===== config.mk =====
export PLATFORM = sky130hd
export DESIGN_NAME = vga_video_monitor
export DESIGN_NICKNAME = d
export VERILOG_FILES = /design/src/rtl/vga_video_monitor.sv
export SDC_FILE = /design/constraint.sdc
export NUM_CORES = 1
export LEC_CHECK = 0
export BUFFER_PORTS_ARGS = -buffer_cell sky130_fd_sc_hd__buf_2
export CORE_UTILIZATION = 62
export CTS_BUF_LIST = sky130_fd_sc_hd__clkbuf_2
export DETAILED_ROUTE_END_ITERATION = 10
export PLACE_DENSITY = 0.82
export SLEW_MARGIN = 20
export SYNTH_ARGS = -nofsm -noshare
export SYNTH_HDL_FRONTEND = slang
export SYNTH_SLANG_ARGS = --single-unit

===== constraint.sdc =====
create_clock -name i_clk -period 3.4 [get_ports i_clk]
set_input_delay 0.85 -clock i_clk [delete_from_list [all_inputs] [get_ports i_clk]]
set_output_delay 0.85 -clock i_clk [all_outputs]
set_load 0.05 [all_outputs]

===== src/rtl/vga_video_monitor.sv =====
// vga_video_monitor
//   Sink-side checker for a VGA-style video stream (active-high syncs + RGB).
//   It measures line and frame timing against the nominal geometry. It declares
//   lock after LOCK_FRAMES consecutive good frames. It also produces a per-frame
//   pixel checksum, so the pattern generator can be self-tested.
//
//   Optional feature: define VIDEO_MON_CRC_EN to replace the additive checksum
//   with CRC-16-CCITT (poly 0x1021, init 0xFFFF, no reflection, no xorout).
//   The CRC is fed 3*VIDEO_WIDTH bits per active pixel, MSB first, red first.
//   Timing and FSM behaviour are the same in both builds.
//
// Ports
//   i_clk, i_rst           pixel clock, synchronous active-high reset
//   i_hsync, i_vsync       high during active columns / active rows
//   i_red/green/blue_video pixel data, aligned with the syncs
//   o_locked               timing locked
//   o_frame_done           1-cycle pulse when a measured frame completes
//   o_frame_ok             result of the last measured frame
//   o_checksum             checksum of the last measured frame
//   o_err_count            timing errors since reset, saturating at 255
module vga_video_monitor #(
  parameter int VIDEO_WIDTH = 3,
  parameter int TOTAL_COLS  = 800,
  parameter int TOTAL_ROWS  = 525,
  parameter int ACTIVE_COLS = 640,
  parameter int ACTIVE_ROWS = 480,
  parameter int LOCK_FRAMES = 2
) (
  input  logic                   i_clk,
  input  logic                   i_rst,
  input  logic                   i_hsync,
  input  logic                   i_vsync,
  input  logic [VIDEO_WIDTH-1:0] i_red_video,
  input  logic [VIDEO_WIDTH-1:0] i_green_video,
  input  logic [VIDEO_WIDTH-1:0] i_blue_video,
  output logic                   o_locked,
  output logic                   o_frame_done,
  output logic                   o_frame_ok,
  output logic [15:0]            o_checksum,
  output logic [7:0]             o_err_count
);

  localparam int CW    = 11;
  localparam int PIX_W = 3 * VIDEO_WIDTH;

  localparam logic [CW-1:0] TOT_COLS  = CW'(TOTAL_COLS);
  localparam logic [CW-1:0] ACT_COLS  = CW'(ACTIVE_COLS);
  localparam logic [CW-1:0] TOT_ROWS  = CW'(TOTAL_ROWS);
  localparam logic [CW-1:0] ACT_ROWS  = CW'(ACTIVE_ROWS);
  localparam logic [CW-1:0] COL_LIMIT = CW'(2 * TOTAL_COLS);
  localparam logic [CW-1:0] ROW_LIMIT = CW'(2 * TOTAL_ROWS);
  localparam logic [4:0]    LOCK_N    = 5'(LOCK_FRAMES);

  typedef enum logic [1:0] {SEARCH, MEASURE, LOCKED} state_t;

`ifdef VIDEO_MON_CRC_EN
  localparam logic [15:0] SUM_INIT = 16'hFFFF;

  function automatic logic [15:0] sum_step(input logic [15:0] acc_in,
                                           input logic [PIX_W-1:0] pix_in);
    logic [15:0] c;
    c = acc_in;
    for (int i = PIX_W - 1; i >= 0; i--) begin
      if (c[15] ^ pix_in[i]) c = {c[14:0], 1'b0} ^ 16'h1021;
      else                   c = {c[14:0], 1'b0};
    end
    return c;
  endfunction
`else
  localparam logic [15:0] SUM_INIT = 16'h0000;

  function automatic logic [15:0] sum_step(input logic [15:0] acc_in,
                                           input logic [PIX_W-1:0] pix_in);
    return acc_in + 16'(pix_in);
  endfunction
`endif

  function automatic logic [7:0] sat_inc8(input logic [7:0] v);
    return (v == 8'hFF) ? v : v + 8'd1;
  endfunction

  function automatic logic [CW-1:0] sat_inc_cnt(input logic [CW-1:0] v);
    return (v == '1) ? v : v + CW'(1);
  endfunction

  state_t           state, state_next;
  logic             hsync_d, vsync_d;
  logic             h_rise, h_fall, v_rise;
  logic [CW-1:0]    col_cnt, act_cnt, row_cnt, act_rows;
  logic             line_valid, frame_err;
  logic [3:0]       good_cnt;
  logic [15:0]      acc;
  logic [PIX_W-1:0] pix;
  logic             line_bad, frame_bad, timeout;
  logic             frame_end, err_inc;

  assign h_rise = i_hsync & ~hsync_d;
  assign h_fall = ~i_hsync & hsync_d;
  assign v_rise = i_vsync & ~vsync_d;
  assign pix    = {i_red_video, i_green_video, i_blue_video};

  // The line measurements are meaningless until one full h_rise has been seen
  // since reset, so line_valid gates both the period check and the width check.
  assign line_bad  = line_valid &
                     ((h_rise & ((col_cnt + CW'(1)) != TOT_COLS)) |
                      (h_fall & (act_cnt != ACT_COLS)));
  // Evaluated in the v_rise cycle. The line closing here still belongs to the
  // frame that is ending.
  assign frame_bad = frame_err | line_bad |
                     (row_cnt != TOT_ROWS) | (act_rows != ACT_ROWS);
  assign timeout   = (state != SEARCH) &
                     ((col_cnt >= COL_LIMIT) | (row_cnt >= ROW_LIMIT));

  always_ff @(posedge i_clk) begin
    if (i_rst) state <= SEARCH;
    else       state <= state_next;
  end

  always_comb begin
    state_next = state;
    frame_end  = 1'b0;
    err_inc    = 1'b0;
    case (state)
      SEARCH: begin
        if (v_rise) state_next = MEASURE;
      end
      MEASURE: begin
        if (timeout) begin
          state_next = SEARCH;
          err_inc    = 1'b1;
        end else if (v_rise) begin
          frame_end = 1'b1;
          if (!frame_bad && (({1'b0, good_cnt} + 5'd1) >= LOCK_N))
            state_next = LOCKED;
        end
      end
      LOCKED: begin
        if (timeout) begin
          state_next = SEARCH;
          err_inc    = 1'b1;
        end else if (v_rise) begin
          frame_end = 1'b1;
          if (frame_bad) begin
            state_next = MEASURE;
            err_inc    = 1'b1;
          end
        end
      end
      default: state_next = SEARCH;
    endcase
  end

  always_ff @(posedge i_clk) begin
    if (i_rst) begin
      // The sync delays restart high, so syncs that are already high when reset
      // is released do not look like a fresh edge. A real rise is required.
      hsync_d      <= 1'b1;
      vsync_d      <= 1'b1;
      col_cnt      <= '0;
      act_cnt      <= '0;
      row_cnt      <= '0;
      act_rows     <= '0;
      line_valid   <= 1'b0;
      frame_err    <= 1'b0;
      good_cnt     <= '0;
      acc          <= '0;
      o_locked     <= 1'b0;
      o_frame_done <= 1'b0;
      o_frame_ok   <= 1'b0;
      o_checksum   <= '0;
      o_err_count  <= '0;
    end else begin
      hsync_d <= i_hsync;
      vsync_d <= i_vsync;

      // col_cnt + 1 at the next h_rise is the line period.
      if (h_rise) col_cnt <= '0;
      else        col_cnt <= sat_inc_cnt(col_cnt);

      if (h_rise)       act_cnt <= CW'(1);
      else if (i_hsync) act_cnt <= sat_inc_cnt(act_cnt);

      if (h_rise) line_valid <= 1'b1;

      // The v_rise cycle is also row 0's h_rise, so both row counts restart at 1.
      if (v_rise) begin
        row_cnt  <= CW'(1);
        act_rows <= CW'(1);
      end else if (h_rise) begin
        row_cnt <= sat_inc_cnt(row_cnt);
        if (i_vsync) act_rows <= sat_inc_cnt(act_rows);
      end

      if (v_rise)        frame_err <= 1'b0;
      else if (line_bad) frame_err <= 1'b1;

      // Pixel (0,0) arrives in the v_rise cycle and seeds the next frame.
      if (v_rise)                 acc <= sum_step(SUM_INIT, pix);
      else if (i_hsync & i_vsync) acc <= sum_step(acc, pix);

      if (state_next == SEARCH) good_cnt <= '0;
      else if (frame_end)       good_cnt <= frame_bad ? 4'd0
                                          : ((good_cnt == 4'hF) ? good_cnt : good_cnt + 4'd1);

      o_frame_done <= frame_end;
      if (frame_end) begin
        o_frame_ok <= ~frame_bad;
        o_checksum <= acc;
      end
      o_locked <= (state_next == LOCKED);
      if (err_inc) o_err_count <= sat_inc8(o_err_count);
    end
  end

endmodule


==> out/qor.yml <==
status: "complete, no violations"
placed_area_mm2: 0.00521
synth_seq_cells: 97
worstPathCellList: "or4_1 > or4_1 > a22oi_2 > a41oi_4 > o311ai_4 > mux2i_1 > nor2_1"
slew_headroom_pct: 52.1
max_slew.worst_pin.slew_ps: 716
clockPowerShare_pct: 29.8
ys_warn_count: 0
nNetsFinal: 672
p_seq_share_pct: 60.2
critPathMostFrequentCell: "or4_1"
max_stage_delay_ps: 590
wl_per_cell_um: 14.3
clk_pin_slew_ps: 270
tns_ps: 0
critPathBufInv: 0
grt_pass1_wl_mm: 18.2
peakVddDrop_mv: 0.216
dpl.hpwl_mm: 7.61
via_per_inst: 5.79
finalSetupViolCount: 0
start_util_pct: 63.9
crit_fanout: 14
drcViolationCount: 0
min_from: "o_checksum[6]"
ant_nets: 0
cp.depth: 7
synth_top_area_share_pct: 39.6
rsz0062_at_grt: "false"
hold_buffers: 0
crit_path_start_kind: "flop"
swShare_pct: 27.9
cp-endpoint: "o_err_count[1]"
insertion_delay_ps: 570
synthTopCellsByArea: "dfxtp_1 40%, ha_1 6.6%, a21oi_1 5.6%"
fin_worst_skew_ps: 21.0
switching_power_w: 0.000550
synth_area_mm2: 0.00491
clockBufferDepth: 2
criticalPathCategory: "flop to flop"
reg2reg_slack_ps: 550
cts_resized: 0
grt.total_usage_pct: 26.9
grt-ovfl-total: 0
core-area_mm2: 0.00769
critPathRequiredTime_ps: 3890
diodes: 0
clock-root-buffer: "clkbuf_2"
cts_tree: "done"
area_growth_syn_to_layout_pct: 8.66
die_y_um: 91.0
rows: 32
hold_viol: 0
end_kind: "flop"
fin_area_mm2: 0.00534
vias: 4280
post-cts-setup-buffer-count: 0
grt_pass1_vias: 4125
rr_worst_depth: 7
h-tree-depth: 3
critPathLaunch: "act_cnt[2]"
firstDrtPassIters: 4
p_int_w: 0.00142
hold_path.class: "flop to flop"
design.die.area_mm2: 0.00828
synthCells: 593
cp_top_family: "simple AND/OR/NAND/NOR gates"
final.min_clock_period_ps: 2850
syn_avg_cell_area_um2: 8.28
die_x_um: 91.0
timing.max_cap.violations: 0
io_pins: 40
p_leak_nw: 2.00
yosys.area.top_type: "dfxtp_1"
cts_sinks: 97
fillers: 644
finalMaxSlewViolations: 0
portBuffers: 39
fmax_mhz: 351
crit_arrival_ps: 3350
crit_slowest_cell: "o311ai_4"
drt_iter0_markers: 152
synth_cell_types: 56
rr_endpoint: "o_err_count[1]"
async_reset_ff_share_pct: 0
r2r-start: "act_cnt[2]"
grt_antenna_before_repair: 0
drive_above_1_share_pct: 12.1
grt_start_max_net_pins: 29
synth_edf_count: 0
place.gp.congestion: 0.858
syn-num-nets: 633
numCtsBuffers: 9
ys_dominant_reg_cell: "dfxtp_1"
ys_seq_area_share_pct: 39.6
cellPowerDensity_mw_per_mm2: 369
post-route-period-util_pct: 83.9
p_comb_share_pct: 10.0
wirelength_mm: 10.6
[sequential cells by signal (all words and copies together) (netlist names), 2 cells and up]
register	flops
act_cnt	11
row_cnt	11
act_rows	11
o_checksum	16
o_err_count	8
col_cnt	11
acc	16
state	2
good_cnt	4
[how the worst min path moves through the flow]
stage / endpoint / slack [ps] / cells past startpoint
after global routing: o_checksum[15] / 490 / 2
after detailed placement: o_checksum[14] / 450 / 2
after floorplan: line_valid / 430 / 2
after global placement: o_checksum[3] / 440 / 2
after CTS: o_checksum[2] / 470 / 2
final: o_checksum[6] / 470 / 2
[synth_stat cells (7+ instances only)]
master,instances
a211oi_1,7
or2_2,8
a21oi_1,55
nor3_1,10
o21ai_0,20
inv_1,26
ha_1,26
xnor2_1,21
a31oi_1,7
nor2_1,69
nand4_1,8
or4_1,9
nand2_1,73
dfxtp_1,97
clkbuf_1,17
nand3_1,26
xor2_1,22
or3_1,7
[layout by cell type, fill, tap and decap left out, drive strengths merged, types with 8 or more instances in the layout]
cell type,instances
nand2,73
ha,26
buf,47
clkbuf,9
xnor2,21
dfxtp,97
nand4,8
inv,29
a21oi,55
nor3,10
xor2,22
o21ai,22
or4,9
nand3,26
nor2,70
or2,8
[per-stage QoR]
stage | util [%] | instances | setup slack (ps) | hold slack (ps) | power, W
after floorplan | - | 593 | 804 | 432 | 0.00135
after global placement | 67.8 | 723 | 574 | 440 | 0.00139
after detailed placement | 67.8 | 723 | 396 | 446 | 0.00140
after CTS | 69.4 | 739 | 545 | 473 | 0.00198
after global routing | 69.4 | 739 | 409 | 492 | 0.00205
final | 69.4 | 739 | 549 | 474 | 0.00197
[layout make-up]
| type | count | area, µm² | share of cell area, % |
|---|---|---|---|
| clock buffer | 9 | 45.0 | 0.844 |
| clock inverter | 7 | 76.3 | 1.43 |
| inverter | 26 | 97.6 | 1.83 |
| multi-input combinational | 451 | 2790 | 52.3 |
| sequential | 97 | 1940 | 36.4 |
| tap | 102 | 128 | 2.39 |
| timing repair buffer | 47 | 255 | 4.78 |
[layer usage]
layer / GRT usage (%) / vias up / share of wire, %
met5: 0 / - / 0
met4: 11.4 / 0 / 2.1
met3: 3.35 / 21 / 3.0
met2: 46.9 / 80 / 50
met1: 33.3 / 2022 / 45
li1: - / 2157 / -
[power by group through the flow]
stage | clock, W | combinational (W) | sequential (W)
4_1_cts | 0.000601 | 0.000196 | 0.00119
3_3_place_gp | 0 | 0.000187 | 0.00120
5_1_grt | 0.000641 | 0.000222 | 0.00119
2_1_floorplan | 0 | 0.000145 | 0.00120
6_report | 0.000588 | 0.000197 | 0.00119
3_5_place_dp | 0 | 0.000194 | 0.00121
[worst min-delay path: cells and delay by family (launching register included)]
kind | cells | cell delay, ps
AND/OR/NAND/NOR | 1 | 50
flip-flops | 1 | 370
AO/OA/AOI/OAI | 1 | 50
[cells by family (layout without fill, tap and decap cells)]
kind of cell               count (synthesis)  in the layout  share of synthesized area (%)
and+or+nand+nor                          247            247                           24.2
AOI/OAI and AO/OA                        130            130                           17.2
DFF                                       97             97                           39.6
buffers and inverters                     45             89                           3.59
xor gates and xnor gates                  43             43                           7.67
adders and majority gates                 27             27                           7.03
muxes                                      4              4                          0.816
No activity file was read; power rests on OpenSTA's default activity.
